### config.mk
export PLATFORM = sky130hd
export DESIGN_NAME = mips_register_file_flat
export DESIGN_NICKNAME = d
export VERILOG_FILES = /design/src/rtl/mips_register_file_pkg.sv /design/src/rtl/mips_register_file_if.sv /design/src/rtl/mips_register_file.sv /design/src/flat_wrapper.sv
export SDC_FILE = /design/constraint.sdc
export NUM_CORES = 2
export LEC_CHECK = 0
export CAP_MARGIN = 10
export CORE_MARGIN = 5
export CORE_UTILIZATION = 28
export CTS_CLUSTER_DIAMETER = 120
export CTS_CLUSTER_SIZE = 14
export DETAILED_ROUTE_END_ITERATION = 12
export MAX_ROUTING_LAYER = met4
export PLACE_DENSITY = 0.38
export SETUP_SLACK_MARGIN = 0.4
export SLEW_MARGIN = 20
export SYNTH_ARGS = -nofsm -noshare
export SYNTH_HDL_FRONTEND = slang
export SYNTH_SLANG_ARGS = --single-unit
### constraint.sdc
create_clock -name clk -period 3.4 [get_ports clk]
set_input_delay 0.34 -clock clk [delete_from_list [all_inputs] [get_ports clk]]
set_output_delay 0.34 -clock clk [all_outputs]
set_load 0.1 [all_outputs]
### src/rtl/mips_register_file_pkg.sv
// Shared constants, types and address helpers for the MIPS register file,
// the decode stage and writeback.
package mips_register_file_pkg;

    localparam int REGADDR_WIDTH = 5;
    localparam int DATA_WIDTH    = 32;
    localparam int NUM_REGS      = 32;

    typedef logic [DATA_WIDTH-1:0]    word_t;
    typedef logic [REGADDR_WIDTH-1:0] regaddr_t;

    localparam regaddr_t REG_ZERO = 5'd0;

    // Register 0 is the hardwired zero, so addressing it is the "no write" encoding.
    function automatic logic is_write(input regaddr_t addr);
        return (addr != REG_ZERO);
    endfunction

    function automatic logic bypass_hit(input regaddr_t rd_addr, input regaddr_t wr_addr);
        return is_write(wr_addr) && (rd_addr == wr_addr);
    endfunction

endpackage

### src/rtl/mips_register_file_if.sv
// Decode/writeback-facing bus of the register file: two read ports, one
// write port and the debug mirror.
interface mips_register_file_if;
    import mips_register_file_pkg::*;

    regaddr_t read1_addr;
    regaddr_t read2_addr;
    regaddr_t write_addr;
    word_t    data_in;
    word_t    data_out1;
    word_t    data_out2;
    word_t    debug_out;

    modport master (
        output read1_addr,
        output read2_addr,
        output write_addr,
        output data_in,
        input  data_out1,
        input  data_out2,
        input  debug_out
    );

    modport slave (
        input  read1_addr,
        input  read2_addr,
        input  write_addr,
        input  data_in,
        output data_out1,
        output data_out2,
        output debug_out
    );

endinterface

### src/rtl/mips_register_file.sv
// 32x32 MIPS register file: two combinational read ports, one synchronous write port.
// Define REGFILE_BYPASS_EN to forward same-cycle write data onto matching read ports.
module mips_register_file
    import mips_register_file_pkg::*;
#(
    parameter int DEBUG_REG = 1
) (
    input  logic                 clk,
    input  logic                 rst,
    mips_register_file_if.slave  bus
);

    localparam regaddr_t DEBUG_IDX = regaddr_t'(DEBUG_REG);

    // Register 0 is never stored; only 1..31 exist as flops.
    word_t regs_r [1:NUM_REGS-1];
    word_t view_s [0:NUM_REGS-1];
    word_t rd1_s;
    word_t rd2_s;
    word_t dbg_s;

    // Writeback port: async clear, then one register updated per edge.
    always_ff @(posedge clk or negedge rst) begin
        if (!rst) begin
            for (int i = 1; i < NUM_REGS; i++) begin
                regs_r[i] <= '0;
            end
        end else if (is_write(bus.write_addr)) begin
            regs_r[bus.write_addr] <= bus.data_in;
        end
    end

    // Architectural view of all 32 registers with slot 0 tied to zero.
    always_comb begin
        view_s[0] = '0;
        for (int i = 1; i < NUM_REGS; i++) begin
            view_s[i] = regs_r[i];
        end
    end

    // Read port muxes, optionally forwarding the in-flight write.
    always_comb begin
        rd1_s = '0;
        rd2_s = '0;
`ifdef REGFILE_BYPASS_EN
        if (bypass_hit(bus.read1_addr, bus.write_addr)) begin
            rd1_s = bus.data_in;
        end else begin
            rd1_s = view_s[bus.read1_addr];
        end
        if (bypass_hit(bus.read2_addr, bus.write_addr)) begin
            rd2_s = bus.data_in;
        end else begin
            rd2_s = view_s[bus.read2_addr];
        end
`else
        rd1_s = view_s[bus.read1_addr];
        rd2_s = view_s[bus.read2_addr];
`endif
    end

    // Debug mirror shows stored contents only, never forwarded data.
    always_comb begin
        dbg_s = view_s[DEBUG_IDX];
    end

    assign bus.data_out1 = rd1_s;
    assign bus.data_out2 = rd2_s;
    assign bus.debug_out = dbg_s;

endmodule

### src/flat_wrapper.sv
// flat-port wrapper written by rule: the top's interface ports become plain ports
module mips_register_file_flat import mips_register_file_pkg::*;
#(
    parameter int DEBUG_REG = 1
)
  (clk, rst, bus_read1_addr, bus_read2_addr, bus_write_addr, bus_data_in, bus_data_out1, bus_data_out2, bus_debug_out);
  mips_register_file_if bus_i ();
  input  logic clk;
  input  logic rst;
  input wire logic [$bits(bus_i.read1_addr)-1:0] bus_read1_addr;
  input wire logic [$bits(bus_i.read2_addr)-1:0] bus_read2_addr;
  input wire logic [$bits(bus_i.write_addr)-1:0] bus_write_addr;
  input wire logic [$bits(bus_i.data_in)-1:0] bus_data_in;
  output wire logic [$bits(bus_i.data_out1)-1:0] bus_data_out1;
  output wire logic [$bits(bus_i.data_out2)-1:0] bus_data_out2;
  output wire logic [$bits(bus_i.debug_out)-1:0] bus_debug_out;
  assign bus_i.read1_addr = bus_read1_addr;
  assign bus_i.read2_addr = bus_read2_addr;
  assign bus_i.write_addr = bus_write_addr;
  assign bus_i.data_in = bus_data_in;
  assign bus_data_out1 = bus_i.data_out1;
  assign bus_data_out2 = bus_i.data_out2;
  assign bus_debug_out = bus_i.debug_out;
  mips_register_file #(.DEBUG_REG(DEBUG_REG)) u_core (.clk(clk), .rst(rst), .bus(bus_i));
endmodule
==> flow_metrics.env <==
export IMPL_outcome="finished, final reports clean"
export IMPL_clockBufferDepth=3
export IMPL_via_count=33542
export IMPL_slew_violations=0
export IMPL_synth_compound_area_share_pct=6.28
export IMPL_drt_wirelength_per_cell_um=33.1
export IMPL_die_h_um=447
export IMPL_ys_ff_latch=992
export IMPL_start_util_pct=28.1
export IMPL_fp_dieW_um=447
export IMPL_muxShareOfSynthArea_pct=42.0
export IMPL_ys_warn_count=0
export IMPL_syn_area_per_cell_um2=14.7
export IMPL_synth_top_family_by_area="multiplexers"
export IMPL_drv_cap=0
export IMPL_worstPathCellList="mux4_2, a22o_1, o21ai_1, o31ai_4, buf_12"
export IMPL_wl_um=205000
export IMPL_cts_tree="done"
export IMPL_start_kind="flip-flop"
export IMPL_pin_count=145
export IMPL_synth_fa_ha_area_share_pct=0
export IMPL_placed_cell_area_um2=60700
export IMPL_place_gp_congestion=0.745
export IMPL_fmaxAchievable_ghz=0.345
export IMPL_antenna_cells=0
export IMPL_ys_seq_area_share_pct=46.4
export IMPL_worstSetupPathType="reg -> out"
export IMPL_hold_path_class="in -> async"
export IMPL_synthSimpleGateAreaFrac_pct=1.32
export IMPL_required_ps=3060
export IMPL_drive_above_1_share_pct=53.8
export IMPL_critPathMaxStageDelay_ps=460
export IMPL_antenna_found_initial=5
export IMPL_clk_latency_ps=710
export IMPL_portBuffers=144
export IMPL_dp_hpwl_um=125000
export IMPL_grt_max_degree=72
export IMPL_irDropWorstVdd_mv=0.435
export IMPL_cp_data_arrival_time_ps=2550
export IMPL_hold_viol_final=0
export IMPL_synth_xor_area_share_pct=0
export IMPL_setup_tns_ps=0
export IMPL_setup_violations=0
export IMPL_p_leak_nw=25.7
export IMPL_fillers=18355
export IMPL_postRouteAntennaNets=0
export IMPL_drt_iter0_drc=1870
export IMPL_cts_made_buffers=81
export IMPL_coreArea_um2=190000
export IMPL_grt_pass1_wl_um=292000
export IMPL_synth_area_um2=53500
export IMPL_die_area_um2=200000
export IMPL_drc_errors=0
export IMPL_drt_vias_per_instance=5.42
export IMPL_htree_levels=3
export IMPL_skew_ps=0
export IMPL_crit_slowest_cell="mux4_2"
export IMPL_finalNetCount=3716
export IMPL_rsz0062_at_grt="false"
export IMPL_cp_end_kind="output port"
export IMPL_syn_inst=3633
export IMPL_core_rowCount=160
export IMPL_crit_family="compound AO/OA/AOI/OAI gates"
export IMPL_design_area_um2=63000
export IMPL_powerDensity_nw_per_um2=595
export IMPL_grt_pass1_vias=35916
export IMPL_slew_headroom_pct=25.6
export IMPL_synth_nets=3682
export IMPL_post_cts_buffers=0
export IMPL_fin_crit_sh_pct=85.1
export IMPL_drt_pass1_iterations=5
export IMPL_clk_pin_slew_ps=70
export IMPL_area_delta_synth_final_pct=17.8
export IMPL_cts_root_buf="clkbuf_16"
export IMPL_critPathBufInv=1
export IMPL_cts_sinks=992
export IMPL_worst_pin_slew_ps=1110
export IMPL_critPathMaxFanout=3
export IMPL_power_mw=37.5
export IMPL_ys_types=25
export IMPL_gr_total_overflow=0
export IMPL_fin_crit_ps=2890
export IMPL_gr_usage_all_layers_pct=21.1
==> cell families after synthesis <==
kind of cell | after synthesis
buf+inv | 437
simple gates | 124
compound gates | 447
flops | 992
mux | 1633
==> worst paths after layout <==
check	from	to	slack [ps]	depth (start not counted)
worst min register to register	u_core.regs_r[115]	u_core.regs_r[115]	510	1
worst max-delay path	u_core.regs_r[167]	bus_data_out1[7]	510	5
min in group clk	bus_data_in[14]	u_core.bus.debug_out[14]	290	2
worst min-delay path	rst	u_core.regs_r[610]	250	2
worst max register to register	u_core.bus.debug_out[28]	u_core.bus.debug_out[28]	2490	1
max in group asynchronous	rst	u_core.regs_r[7]	2070	4
==> sequential cells by signal, summed over array words and instances, names as in the netlist <==
| name | count |
|---|---|
| u_core.regs_r | 960 |
| u_core.bus.debug_out | 32 |
==> power breakdown <==
group,leakage (nW),internal [mW],switching [mW]
Clock,1.09,4.54,4.73
Combinational,12.5,6.04,5.59
Sequential,12.2,14.6,2.04
==> synthesized netlist by cell type <==
cell type,number,share of area [%]
a211oi_1,64,0.90
a22o_1,191,3.1
and2_1,66,0.77
buf_1,48,0.34
buf_2,96,0.90
buf_4,68,0.96
buf_6,11,0.23
clkbuf_1,212,1.5
dfrtp_1,992,46
inv_1,2,0.014
mux2_1,17,0.36
mux2_2,1038,22
mux2i_1,194,3.6
mux4_2,384,16
nand2_1,15,0.11
nand2b_1,8,0.094
nand3_1,2,0.019
nand3b_1,3,0.042
nor2_1,15,0.11
nor2b_1,11,0.13
nor3_1,1,0.0094
nor3b_1,3,0.042
o21ai_1,64,0.60
o22ai_1,64,0.75
o31ai_1,64,0.90
==> stage by stage <==
step,worst slack (ps),cells,util [%],hold slack [ps]
4_1_cts,406,6186,33.2,237
5_1_grt,405,6186,33.1,274
6_report,505,6186,33.1,248
2_1_floorplan,774,3633,-,44.4
3_3_place_gp,200,6094,32.0,394
3_5_place_dp,193,6094,32.0,405
==> cells in the final DEF, fill, tap and decap left out, types with 5 or more instances in the layout <==
cell / netlist / final
mux2_2: 1038 / 1038
dfrtp_1: 992 / 992
mux4_2: 384 / 384
mux2i_1: 194 / 194
a22o_1: 191 / 191
buf_12: 0 / 161
buf_4: 68 / 157
clkbuf_16: 0 / 87
and2_1: 66 / 64
o22ai_1: 64 / 64
o31ai_4: 0 / 64
a211oi_1: 64 / 60
o21ai_1: 64 / 55
clkdlybuf4s50_1: 0 / 45
mux2_1: 17 / 17
buf_2: 96 / 15
nor2_4: 0 / 14
nor2b_4: 0 / 9
o21ai_2: 0 / 9
nand2_4: 0 / 7
nand2_2: 0 / 6
nand2b_4: 0 / 5
==> cell type report <==
type                       count  area [um^2]  share of cell area (%)
clock buffer                  88         2190                    3.48
sequential                   992        24800                    39.4
timing repair buffer         386         5030                    7.98
clock inverter                 3         26.3                  0.0417
inverter                       2         7.51                  0.0119
multi-input combinational   2204        27800                    44.1
tap                         2511         3140                    4.99
==> per-layer routing <==
layer	GRT usage, %	wire (um)	vias up
li1	-	-	14034
met2	35.2	102000	587
met3	2.28	5700	229
met4	4.83	5380	0
met1	27.7	91900	18692
met5	-	0	-
==> what timing repair did <==
| item | CTS | global route |
|---|---|---|
| setup endpoints to repair | 16 | 5 |
| pin swaps | 0 | 0 |
| hold buffers | 1 | 0 |
| resized for setup | 12 | 3 |
| endpoints found under the hold margin | 43 | 0 |
(Power assumes the default switching activity.)
